`config.mk`:
```
export PLATFORM = sky130hd
export DESIGN_NAME = neuron_mac_flat
export DESIGN_NICKNAME = d
export VERILOG_FILES = /design/src/rtl/neuron_mac_if.sv /design/src/rtl/neuron_mac.sv /design/src/flat_wrapper.sv
export SDC_FILE = /design/constraint.sdc
export NUM_CORES = 1
export LEC_CHECK = 0
export CORE_UTILIZATION = 60
export DETAILED_ROUTE_END_ITERATION = 10
export DONT_BUFFER_PORTS = 1
export GPL_ROUTABILITY_DRIVEN = 1
export GPL_TIMING_DRIVEN = 0
export PLACE_DENSITY = 0.77
export SETUP_SLACK_MARGIN = 0.5
export SLEW_MARGIN = 20
export SYNTH_ARGS = -nofsm -noshare
export SYNTH_HDL_FRONTEND = slang
export SYNTH_SLANG_ARGS = --single-unit
```
`constraint.sdc`:
```
create_clock -name clk -period 5.65 [get_ports clk]
set_clock_uncertainty 0.2 [all_clocks]
set_input_delay 1.4125 -clock clk [delete_from_list [all_inputs] [get_ports clk]]
set_output_delay 1.4125 -clock clk [all_outputs]
set_load 0.02 [all_outputs]
```
`src/rtl/neuron_mac_if.sv`:
```
// Stream/control bundle for the neuron MAC: pair input handshake, start, and result outputs.
// The master drives start and the input pairs; the slave (the MAC) returns status and sum.
interface neuron_mac_if #(
  parameter int N = 8,
  parameter int M = 18
);
  logic         start;
  logic [N-1:0] x_in;
  logic [N-1:0] w_in;
  logic         in_valid;
  logic         in_ready;
  logic [M-1:0] sum_out;
  logic         done;
  logic         busy;

  modport master (
    output start, x_in, w_in, in_valid,
    input  in_ready, sum_out, done, busy
  );

  modport slave (
    input  start, x_in, w_in, in_valid,
    output in_ready, sum_out, done, busy
  );
endinterface

```
`src/rtl/neuron_mac.sv`:
```
// Sequential signed MAC: K pairs in over valid/ready, signed M-bit dot product out.
// Define NEURON_MAC_SAT_EN to clamp each accumulation instead of wrapping modulo 2^M.
module neuron_mac #(
  parameter int N = 8,
  parameter int M = 18,
  parameter int K = 4
) (
  input  logic          clk,
  input  logic          rst,
  neuron_mac_if.slave   bus
);
  localparam int CW = $clog2(K + 1);

  typedef enum logic [1:0] {IDLE, ACCUM, DONE} state_t;

  state_t               state_q, state_d;
  logic signed [M-1:0]  acc_q, acc_d;
  logic [CW-1:0]        cnt_q, cnt_d;
  logic [M-1:0]         sum_q, sum_d;
  logic                 done_q, done_d;
  logic                 busy_q, busy_d;
  logic                 in_ready_q, in_ready_d;

  logic signed [2*N-1:0] prod;
  logic signed [M-1:0]   prod_m;
  logic signed [M-1:0]   acc_next;

  assign prod = $signed(bus.x_in) * $signed(bus.w_in);

  // Fit the full-precision product to the accumulator width.
  generate
    if (M > 2*N) begin : g_ext
      assign prod_m = {{(M-2*N){prod[2*N-1]}}, prod};
    end else if (M == 2*N) begin : g_eq
      assign prod_m = prod;
    end else begin : g_trunc
      assign prod_m = prod[M-1:0];
    end
  endgenerate

`ifdef NEURON_MAC_SAT_EN
  logic signed [M:0] sum_w;
  assign sum_w = {acc_q[M-1], acc_q} + {prod_m[M-1], prod_m};
  // Top two bits disagree only when the true sum left the M-bit range.
  always_comb begin
    acc_next = sum_w[M-1:0];
    if (sum_w[M] != sum_w[M-1])
      acc_next = sum_w[M] ? {1'b1, {(M-1){1'b0}}} : {1'b0, {(M-1){1'b1}}};
  end
`else
  assign acc_next = acc_q + prod_m;
`endif

  always_comb begin
    state_d = state_q;
    acc_d   = acc_q;
    cnt_d   = cnt_q;
    sum_d   = sum_q;
    case (state_q)
      IDLE: if (bus.start) begin
        acc_d   = '0;
        cnt_d   = '0;
        state_d = ACCUM;
      end
      ACCUM: if (bus.in_valid) begin
        acc_d = acc_next;
        if (cnt_q == CW'(K - 1)) begin
          sum_d   = acc_next;
          state_d = DONE;
        end else begin
          cnt_d = cnt_q + CW'(1);
        end
      end
      DONE:    state_d = IDLE;
      default: state_d = IDLE;
    endcase
    // Status outputs are registered versions of the next state.
    in_ready_d = (state_d == ACCUM);
    busy_d     = (state_d != IDLE);
    done_d     = (state_d == DONE);
  end

  always_ff @(posedge clk or posedge rst) begin
    if (rst) begin
      state_q    <= IDLE;
      acc_q      <= '0;
      cnt_q      <= '0;
      sum_q      <= '0;
      done_q     <= 1'b0;
      busy_q     <= 1'b0;
      in_ready_q <= 1'b0;
    end else begin
      state_q    <= state_d;
      acc_q      <= acc_d;
      cnt_q      <= cnt_d;
      sum_q      <= sum_d;
      done_q     <= done_d;
      busy_q     <= busy_d;
      in_ready_q <= in_ready_d;
    end
  end

  assign bus.in_ready = in_ready_q;
  assign bus.sum_out  = sum_q;
  assign bus.done     = done_q;
  assign bus.busy     = busy_q;
endmodule

```
`src/flat_wrapper.sv`:
```
// flat-port wrapper written by rule: the top's interface ports become plain ports
module neuron_mac_flat 
#(
  parameter int N = 8,
  parameter int M = 18,
  parameter int K = 4
)
  (clk, rst, bus_start, bus_x_in, bus_w_in, bus_in_valid, bus_in_ready, bus_sum_out, bus_done, bus_busy);
  neuron_mac_if #(.N(N), .M(M)) bus_i ();
  input  logic clk;
  input  logic rst;
  input wire logic [$bits(bus_i.start)-1:0] bus_start;
  input wire logic [$bits(bus_i.x_in)-1:0] bus_x_in;
  input wire logic [$bits(bus_i.w_in)-1:0] bus_w_in;
  input wire logic [$bits(bus_i.in_valid)-1:0] bus_in_valid;
  output wire logic [$bits(bus_i.in_ready)-1:0] bus_in_ready;
  output wire logic [$bits(bus_i.sum_out)-1:0] bus_sum_out;
  output wire logic [$bits(bus_i.done)-1:0] bus_done;
  output wire logic [$bits(bus_i.busy)-1:0] bus_busy;
  assign bus_i.start = bus_start;
  assign bus_i.x_in = bus_x_in;
  assign bus_i.w_in = bus_w_in;
  assign bus_i.in_valid = bus_in_valid;
  assign bus_in_ready = bus_i.in_ready;
  assign bus_sum_out = bus_i.sum_out;
  assign bus_done = bus_i.done;
  assign bus_busy = bus_i.busy;
  neuron_mac #(.N(N), .M(M), .K(K)) u_core (.clk(clk), .rst(rst), .bus(bus_i));
endmodule
```
==> summary.md <==
| Metric | Value |
|---|---|
| Outcome | finished with violations |
| Failing checks | negative setup slack |
| Port Buf Inserts | 0 |
| Worst slew pin tran | 596.2 ps |
| Routed WL per cell | 17.98 um |
| FF-to-FF path depth | 16 |
| Worst Hold End | u_core.acc_q[0]$_DFFE_PP0P_ |
| Setup WS post-layout | -34.95 ps |
| Mapped Cells | 475 |
| Net Count, Synth | 619 |
| Final Critical Period | 5685 ps |
| Congestion Overflow GR | 0 |
| Synth unique cells | 44 |
| Commonest cells after routing, fill and taps aside | inv_1 (94), fa_1 (76), nand2_1 (49) |
| Max Clock Freq | ~180 MHz |
| Via count | roughly 3500 |
| Core Rows | 32 |
| Critical Path Source Type | input port |
| Fin crit share | 100.6% |
| CTS tree | built |
| Leading cell type in the layout, fill and taps excluded | inv_1 |
| Antenna Nets Post-Route | 0 |
| Vias in the first global route | 3859 |
| CP Buf/Inv Count | 3 |
| Hold Crit Depth | 1 |
| First-pass GRT wire length | 18.40 mm |
| Wirelength, routed | 11.02 mm |
| Die width | just over 90 um |
| Syn avg cell area | 10.43 um2 |
| # diodes | 0 |
| Layout cells sized above 1 | 21.72% |
| CTS Root Cell | clkbuf_8 |
| HP Class | register to register |
| CP Depth | 15 |
| Cell area after synthesis | 4955 um2 |
| Post-DP HPWL | 8.102 mm |
| Element type at the critical path end | register |
| Max-slew violation count | 0 |
| Worst EP required | 5630 ps |
| CTS clk-pin slew, worst paths | approximately 80 ps |
| Ys Warns | 0 |
| Clock Tree Buf Depth | 2 |
| RSZ-0062 raised after global routing | yes |
| Post-Layout Cell Count | approximately 610 |
| Flop-to-flop setup slack | 830 ps |
| # hold bufs at CTS | 0 |
| CP dominant cell by count | fa_1 |
| DP Cell Count | a little under 600 |
| Reg-to-reg critical path endpoint | u_core.acc_q[17]$_DFFE_PP0P_ |
| Final Hold Vio Count | 0 |
| Finished Core Util | 74.98% |
| Gpl congestion | approximately 0.8 |
| Core Region | 7848 um2 |
| Worst-Skew Late Latency | 290 ps |
| Tightest hold margin | 313.4 ps |
| Crit path largest cell delay | 570 ps |
| Synth Register Bits | between 40 and 50 |
| Crit path max fanout | 8 |
| Hold Startpoint | u_core.acc_q[0]$_DFFE_PP0P_ |
| Initial antenna violation count | 0 |
| TritonCTS Buffers | 5 |
| Largest net degree at the start of global routing | 30 |
| Die height | 92.88 um |
| Top-level I/O count | 41 |
| DR pass1 iterations | 4 |
| WP data arrival | between 5000 and 6000 ps |
| H-tree levels | 2 |
| Vias per Instance | roughly 5.7 |
| Initial DRC Count | 134 |
| Slew headroom | between 60% and 70% |
| Gr usage total | 27.89% |
| Critical path's slowest cell | fa_1 |
| Max Cap Viol | 0 |
| Drt drc | 0 |
| Setup violators final | 3 |
| Delay-heaviest family, CP | adder cells |
| Area Growth Syn to Fin | 18.76% |
| Critical Path, Cell by Cell | and2_4 > fa_1 > inv_1 > fa_1 > inv_2 > fa_1 > fa_1 > fa_1 > ha_4 > o211ai_1 > o211ai_1 > buf_4 > a311o_1 > a21o_1 > a32o_1 |
| R2R Path Start | u_core.acc_q[6]$_DFFE_PP0P_ |
| CTS sink cnt | 44 |
| Starting Density | 63.14% |
| Final nets | around 650 |
| Register area share after synthesis | between 20% and 30% |
| Die area | 8626 um2 |
| Crit path kind | input port to register |
[sequential cells by signal, summed over array words and instances, names as in the netlist]
register	count
u_core.state_q	2
u_core.acc_q	18
u_core.cnt_q	3
u_core.bus.in_ready	1
u_core.bus.done	1
u_core.bus.busy	1
u_core.bus.sum_out	18
[per-stage QoR]
step	setup TNS, ps	cell area, um2	setup slack [ps]
after floorplan	-298.2	5096	-108.9
after CTS	0	5762	7.904
final	-88.67	5884	-34.95
after detailed placement	-4358	5244	-446.4
after global routing	-638.7	5884	-148.6
after global placement	-3517	5224	-377.2
[metal layers]
metal | wire, um | vias to the layer above | GRT usage [%]
met2 | 6053 | 79 | 51.29
met4 | 149 | 0 | 5.641
met1 | 4395 | 1816 | 35.50
li1 | - | 1568 | -
met5 | 0 | - | 0
met3 | 425 | 11 | 3.120
[Yosys cell counts (all sizes together)]
| library cell | count | area [um2] |
|---|---|---|
| nor2 | 7 | 26.28 |
| buf | 3 | 26.27 |
| a21oi | 5 | 25.02 |
| dfrtp | 44 | 1101 |
| nor4b | 1 | 8.760 |
| o21ai | 8 | 40.03 |
| clkinv | 1 | 5.000 |
| and2 | 35 | 219.0 |
| a21o | 10 | 76.32 |
| a31o | 3 | 26.28 |
| fa | 80 | 1602 |
| nand2b | 3 | 18.77 |
| clkbuf | 4 | 15.01 |
| ha | 44 | 550.5 |
| nor3b | 1 | 12.51 |
| xnor3 | 1 | 22.52 |
| mux2 | 7 | 78.83 |
| o41ai | 1 | 8.760 |
| nor3 | 1 | 5.000 |
| o2111ai | 2 | 17.52 |
| o21bai | 2 | 15.01 |
| xnor2 | 11 | 96.34 |
| a22o | 15 | 131.4 |
| a211oi | 2 | 20.02 |
| a32o | 2 | 20.02 |
| a31oi | 5 | 31.28 |
| or2 | 3 | 18.77 |
| xor2 | 4 | 35.03 |
| nand2 | 53 | 201.5 |
| nand3b | 1 | 7.510 |
| o21a | 4 | 37.53 |
| o211ai | 4 | 30.03 |
| nand3 | 2 | 10.01 |
| o22a | 1 | 8.760 |
| a311o | 2 | 20.02 |
| inv | 103 | 386.6 |
[worst max-delay path by stage]
stage	to	start	slack [ps]
2_1_floorplan	u_core.acc_q[17]$_DFFE_PP0P_	bus_w_in[1]	-110
3_3_place_gp	u_core.acc_q[17]$_DFFE_PP0P_	bus_w_in[0]	-380
3_5_place_dp	u_core.acc_q[17]$_DFFE_PP0P_	bus_w_in[0]	-450
4_1_cts	u_core.acc_q[17]$_DFFE_PP0P_	bus_w_in[4]	8
5_1_grt	u_core.acc_q[17]$_DFFE_PP0P_	bus_x_in[4]	-150
6_report	u_core.acc_q[17]$_DFFE_PP0P_	bus_x_in[4]	-30
[layout make-up]
type | count | area, um2
tap | 102 | 127.6
multi-input combinational | 321 | 3807
timing repair buffer | 27 | 282.8
fill | 525 | 1963
clock inverter | 2 | 35.03
sequential | 44 | 1101
buffer | 7 | 62.56
inverter | 104 | 395.4
clock buffer | 6 | 72.57
[cell families (layout without fill, tap and decap cells)]
family | count (synthesis) | count (layout) | share of synthesized area (%)
and+or+nand+nor | 107 | 108 | 10.66
adders and majority gates | 124 | 124 | 43.43
xor gates and xnor gates | 16 | 16 | 3.106
muxes | 7 | 7 | 1.591
buffers and inverters | 111 | 146 | 8.737
AOI/OAI and AO/OA | 66 | 66 | 10.25
DFF | 44 | 44 | 22.22
[timing repair]
action / in CTS / in global routing
hold endpoints to repair: 0 / 0
setup buffers: 20 / 5
gates resized for setup: 33 / 25
pin swaps: 46 / 33
endpoints found under the setup margin: 19 / 20
gates cloned: 2 / 0
Power is left out: the tool's default activity adds up to more than one toggle a clock period on the data nets, which glitch-free logic cannot reach.
